## config.mk

```make
export PLATFORM = sky130hd
export DESIGN_NAME = weight_buffer_writer
export DESIGN_NICKNAME = d
export VERILOG_FILES = /design/src/rtl/weight_buffer_writer.sv
export SDC_FILE = /design/constraint.sdc
export NUM_CORES = 1
export LEC_CHECK = 0
export ABC_AREA = 1
export BUFFER_PORTS_ARGS = -buffer_cell sky130_fd_sc_hd__buf_2
export CAP_MARGIN = 20
export CORE_MARGIN = 2
export CORE_UTILIZATION = 35
export CTS_BUF_LIST = sky130_fd_sc_hd__clkbuf_4
export DETAILED_ROUTE_END_ITERATION = 12
export GPL_TIMING_DRIVEN = 1
export PLACE_DENSITY_LB_ADDON = 0.3
export SYNTH_ARGS = -nofsm -noshare
export SYNTH_HDL_FRONTEND = slang
export SYNTH_SLANG_ARGS = --single-unit
```

## constraint.sdc

```tcl
create_clock -name clk -period 3.9 [get_ports clk]
set_input_delay 0 -clock clk [delete_from_list [all_inputs] [get_ports clk]]
set_output_delay 0 -clock clk [all_outputs]
set_load 0.05 [all_outputs]
```

## src/rtl/weight_buffer_writer.sv

```systemverilog
// Packs the byte-wide weight stream into PACK-element words and fills a ping-pong weight buffer,
// one tile per bank. Define WEIGHT_PAD_EN to write a zero-padded partial final word.
`ifndef DATA_WIDTH
`define DATA_WIDTH 8
`endif

module weight_buffer_writer #(
    parameter int DATA_WIDTH = `DATA_WIDTH,
    parameter int PACK       = 4,
    parameter int DEPTH      = 256,
    parameter int ADDR_W     = 8
) (
    input  logic                         clk,
    input  logic                         rst,
    input  logic [DATA_WIDTH-1:0]        weight_w_data,
    input  logic                         weight_w_valid,
    input  logic                         weight_w_last,
    output logic                         weight_w_ready,
    output logic                         buf_wr_en,
    output logic                         buf_wr_bank,
    output logic [ADDR_W-1:0]            buf_wr_addr,
    output logic [PACK*DATA_WIDTH-1:0]   buf_wr_data,
    output logic                         tile_valid,
    output logic                         tile_bank,
    output logic [ADDR_W:0]              tile_words,
    input  logic                         tile_release,
    output logic                         overflow
);

    localparam int LANE_W = (PACK > 1) ? $clog2(PACK) : 1;
    localparam int WORD_W = PACK * DATA_WIDTH;
    localparam logic [ADDR_W:0] DEPTH_C = (ADDR_W+1)'(DEPTH);
    localparam logic [LANE_W-1:0] LAST_LANE = LANE_W'(PACK - 1);

    typedef enum logic {S_FILL, S_WAIT} state_t;

    state_t              state_q, state_d;
    logic                wr_bank_q, wr_bank_d;
    logic [LANE_W-1:0]   lane_q, lane_d;
    logic [ADDR_W:0]     addr_q, addr_d, addr_inc;
    logic [WORD_W-1:0]   word_q, word_d, word_new;
    logic [1:0]          full_q, full_d;
    logic [ADDR_W:0]     words_q [2];
    logic [ADDR_W:0]     words_d [2];
    logic                head_q, head_d;
    logic                overflow_q, overflow_d;
    logic                buf_wr_en_q, buf_wr_en_d;
    logic                buf_wr_bank_q, buf_wr_bank_d;
    logic [ADDR_W-1:0]   buf_wr_addr_q, buf_wr_addr_d;
    logic [WORD_W-1:0]   buf_wr_data_q, buf_wr_data_d;
    logic                tile_valid_q, tile_valid_d;
    logic                tile_bank_q, tile_bank_d;
    logic [ADDR_W:0]     tile_words_q, tile_words_d;

    logic accept, end_word, issue, do_write, rel;

    always_comb begin
        accept   = weight_w_valid && (state_q == S_FILL);
        end_word = (lane_q == LAST_LANE);
        word_new = word_q;
        word_new[lane_q*DATA_WIDTH +: DATA_WIDTH] = weight_w_data;
`ifdef WEIGHT_PAD_EN
        issue    = accept && (end_word || weight_w_last);
`else
        issue    = accept && end_word;
`endif
        // Words beyond the bank are dropped but still flag overflow.
        do_write = issue && (addr_q != DEPTH_C);
        rel      = tile_release && tile_valid_q;
        addr_inc = addr_q + {{ADDR_W{1'b0}}, do_write};

        state_d    = state_q;
        wr_bank_d  = wr_bank_q;
        lane_d     = lane_q;
        addr_d     = addr_inc;
        word_d     = word_q;
        full_d     = full_q;
        words_d    = words_q;
        head_d     = head_q;
        overflow_d = overflow_q | (issue && (addr_q == DEPTH_C));

        if (accept) begin
            if (end_word || weight_w_last) begin
                lane_d = '0;
                word_d = '0;
            end else begin
                lane_d = lane_q + LANE_W'(1);
                word_d = word_new;
            end
        end

        // Release frees the head tile; it never targets the bank being filled.
        if (rel) begin
            full_d[tile_bank_q] = 1'b0;
            head_d              = ~tile_bank_q;
        end

        if (accept && weight_w_last) begin
            full_d[wr_bank_q]  = 1'b1;
            words_d[wr_bank_q] = addr_inc;
            wr_bank_d          = ~wr_bank_q;
            addr_d             = '0;
        end

        case (state_q)
            S_FILL: if (accept && weight_w_last && full_d[~wr_bank_q]) state_d = S_WAIT;
            S_WAIT: if (!full_d[wr_bank_q]) state_d = S_FILL;
            default: state_d = S_FILL;
        endcase

        buf_wr_en_d   = do_write;
        buf_wr_bank_d = do_write ? wr_bank_q : 1'b0;
        buf_wr_addr_d = do_write ? addr_q[ADDR_W-1:0] : '0;
        buf_wr_data_d = do_write ? word_new : '0;

        tile_valid_d = |full_q;
        tile_bank_d  = (|full_q) ? head_q : 1'b0;
        tile_words_d = (|full_q) ? words_q[head_q] : '0;
    end

    always_ff @(posedge clk or posedge rst) begin
        if (rst) begin
            state_q       <= S_FILL;
            wr_bank_q     <= 1'b0;
            lane_q        <= '0;
            addr_q        <= '0;
            word_q        <= '0;
            full_q        <= '0;
            words_q[0]    <= '0;
            words_q[1]    <= '0;
            head_q        <= 1'b0;
            overflow_q    <= 1'b0;
            buf_wr_en_q   <= 1'b0;
            buf_wr_bank_q <= 1'b0;
            buf_wr_addr_q <= '0;
            buf_wr_data_q <= '0;
            tile_valid_q  <= 1'b0;
            tile_bank_q   <= 1'b0;
            tile_words_q  <= '0;
        end else begin
            state_q       <= state_d;
            wr_bank_q     <= wr_bank_d;
            lane_q        <= lane_d;
            addr_q        <= addr_d;
            word_q        <= word_d;
            full_q        <= full_d;
            words_q       <= words_d;
            head_q        <= head_d;
            overflow_q    <= overflow_d;
            buf_wr_en_q   <= buf_wr_en_d;
            buf_wr_bank_q <= buf_wr_bank_d;
            buf_wr_addr_q <= buf_wr_addr_d;
            buf_wr_data_q <= buf_wr_data_d;
            tile_valid_q  <= tile_valid_d;
            tile_bank_q   <= tile_bank_d;
            tile_words_q  <= tile_words_d;
        end
    end

    assign weight_w_ready = (state_q == S_FILL) && !rst;
    assign buf_wr_en      = buf_wr_en_q;
    assign buf_wr_bank    = buf_wr_bank_q;
    assign buf_wr_addr    = buf_wr_addr_q;
    assign buf_wr_data    = buf_wr_data_q;
    assign tile_valid     = tile_valid_q;
    assign tile_bank      = tile_bank_q;
    assign tile_words     = tile_words_q;
    assign overflow       = overflow_q;

endmodule

```

==> metrics.cfg <==
[logic_synthesis]
yosysTopAreaCell=dfrtp_1
yosysWarnings=0
netlist.area_leader.share=0.589
synth_flop_cell=dfrtp_1
synth_area_um2=5100
synth-edff-count=0
synth_seq_cells=120
synthTopCellsByArea=dfrtp_1 59%, nand2_1 14%, nor2_1 6.3%
postSynthCellCount=591
async_flop_share=1.00
syn_avg_cell_area_um2=8.63
synth_most_common_cell=nand2_1
synth_cell_type_count=24
syn_nets=612
seq_area_frac_synth=0.589
netlist_top_cells_count=190 x nand2_1, 120 x dfrtp_1, 86 x nor2_1

[clock_tree]
h-tree-depth=4
clkTransAtPathRegs_ps=110
clock_latency_ps=510
clkSinkCount=120
max-clock-path-buffers=2
cts-buffers-inserted=17
root_buffer=clkbuf_4
cts_tree=built

[finish]
drive_gt1_frac=0.160
n_fill_cell=1431
nets=696
stdcell_count=871
antennaDiodeCount=0
area_growth_pct=19.0
fin_util=0.422

[sta]
period_share=0.622
max_freq_mhz=412
layout_min_cycle_time_ps=2430
setup_viol=0
worst_pin_slew_ps=728
skew_ps=18.7
grt_setup_unrepaired=no
maxSlewViolCount=0
setup_tns_ps=0
max_slew_margin=0.515
finalHoldViolations=0

[setup_path]
ff2ff_setup_slack_ps=1470
rr_startpoint=lane_q[0]
cp-end-kind=flip-flop
startpoint=lane_q[0]
cp.buffers_inverters=2
crit_required_ps=4340
r2r-end=words_q[6]
arrival_ps=2870
crit_top_cell=ha_1
slowest_stage=dfrtp_1
r2r_cells=11
path_delay_family=adder cells
worstSetupPathType=reg -> reg
cp-start-kind=flip-flop
cp_max_fo=14
cpPeakStageDelay_ps=620
crit_path_cell_trace=ha_1, inv_1, nor2_1, o21ai_2, inv_1, ha_1, ha_1, nand3_1, o21ai_0, nand3_1, nand2_1

[hold_path]
hold_path.class=in -> async

[floorplanning]
die_area_um2=15600
chipWidth_um=125
core_um2=14400
die_h_um=125
rows=44
start_util=0.355
pin_count=68

[global_routing]
grt_use_total=0.157
grt_pass1_wl_um=19700
overflow=0
grt_antenna_before_repair=0
first_global_vias=4193
grt_max_degree=62

[placed_design]
gp_congestion=0.781
portBuffers=67
hpwl_um=7740
dpl.cell_count=826

[drt]
drt-vias-per-instance=4.57
first_iter_violations=233
antenna_left=0
drc=0
first_pass_iters=5
vias=3982
wl_um=11400
drt-wirelength-per-cell_um=13.1

[status]
status=finished clean

[power]
power_per_cell_area_nw_per_um2=572
leakagePower_uw=0.00317
vdd_drop_max_mv=0.208
finalPower_uw=3470

[job]
maxCapViolations=0

==> metal layers <==
layer	part of all wire	GRT usage
met2	0.49	0.262
met3	0.049	0.0503
met1	0.46	0.197
met4	0.0052	0.0416
met5	0	0
==> worst register-to-register path, cell delays in order (launching register included) <==
cell	delay [ps]
dfrtp_1	620
ha_1	300
inv_1	60
nor2_1	160
o21ai_2	90
inv_1	90
ha_1	190
ha_1	220
nand3_1	150
o21ai_0	300
nand3_1	120
nand2_1	70
==> sequential cells by signal (all words and copies together), names as in the netlist, 2 cells and up <==
signal,flops
buf_wr_data,32
words_q,18
tile_words,9
word_q,32
addr_q,9
lane_q,2
buf_wr_addr,8
full_q,2
==> layout by cell type, fill, tap and decap left out <==
cell type / netlist / layout
inv_2: 4 / 4
nor3_4: 1 / 1
nand4_1: 16 / 16
o22ai_1: 8 / 8
nor2_1: 86 / 86
ha_1: 8 / 8
inv_4: 0 / 1
clkinvlp_4: 0 / 1
nand3_4: 1 / 1
buf_16: 0 / 1
buf_2: 5 / 67
nand3_1: 20 / 20
o21ai_1: 6 / 6
a21oi_1: 9 / 9
buf_4: 3 / 3
clkbuf_4: 0 / 20
o21ai_2: 1 / 1
dlygate4sd3_1: 0 / 13
nor2_2: 1 / 1
nand2_1: 190 / 190
bufinv_16: 0 / 6
nand2_2: 1 / 1
clkinv_1: 1 / 5
nor2_4: 2 / 2
o21ai_0: 26 / 26
xor2_1: 2 / 2
inv_1: 69 / 68
dfrtp_1: 120 / 120
==> through the flow <==
step                hold WS [ps]  instance area, µm²  setup slack (ps)
global placement             200                5560              1630
CTS                          165                6040              1470
detailed placement           213                5560              1510
global route                 212                6070              1110
finish                       185                6070              1470
floorplan                    162                5100               714
==> worst max path at each step <==
stage                  endpoint  slack [ps]  cells past startpoint
floorplan             addr_q[0]         710                      1
global placement      addr_q[6]        1630                     11
detailed placement    addr_q[6]        1510                     11
CTS                  words_q[6]        1470                     11
global route        words_q[15]        1110                     11
finish               words_q[6]        1470                     11
==> power by group <==
part	internal (µW)	switching (µW)	total (µW)
Combinational	230	673	902
Clock	648	440	1090
Sequential	1370	111	1480
Total	2250	1220	3470
==> kinds of logic (layout without fill, tap and decap cells) <==
kind of cell | count (synthesis) | after routing | share of synthesized area
adder cells (fa/ha/maj) | 8 | 8 | 0.0196
XOR/XNOR | 2 | 2 | 0.00343
AO/OA/AOI/OAI | 50 | 50 | 0.0518
AND/OR/NAND/NOR | 318 | 318 | 0.256
flip-flops | 120 | 120 | 0.589
buffers and inverters | 93 | 189 | 0.0807
==> what timing repair did <==
action                                 4_1_cts  5_1_grt
setup buffers                                0        0
hold buffers                                13        0
endpoints found under the hold margin      140        0
gates resized for setup                      0        0
==> layout make-up <==
type	instances	area (µm²)	share of cell area
clock buffer	20	150	0.0247
clock inverter	11	203	0.0334
inverter	74	280	0.0462
multi-input combinational	378	1690	0.278
sequential	120	3000	0.495
tap	184	230	0.0379
timing repair buffer	84	515	0.0849
No activity file was read; power rests on OpenSTA's default activity.
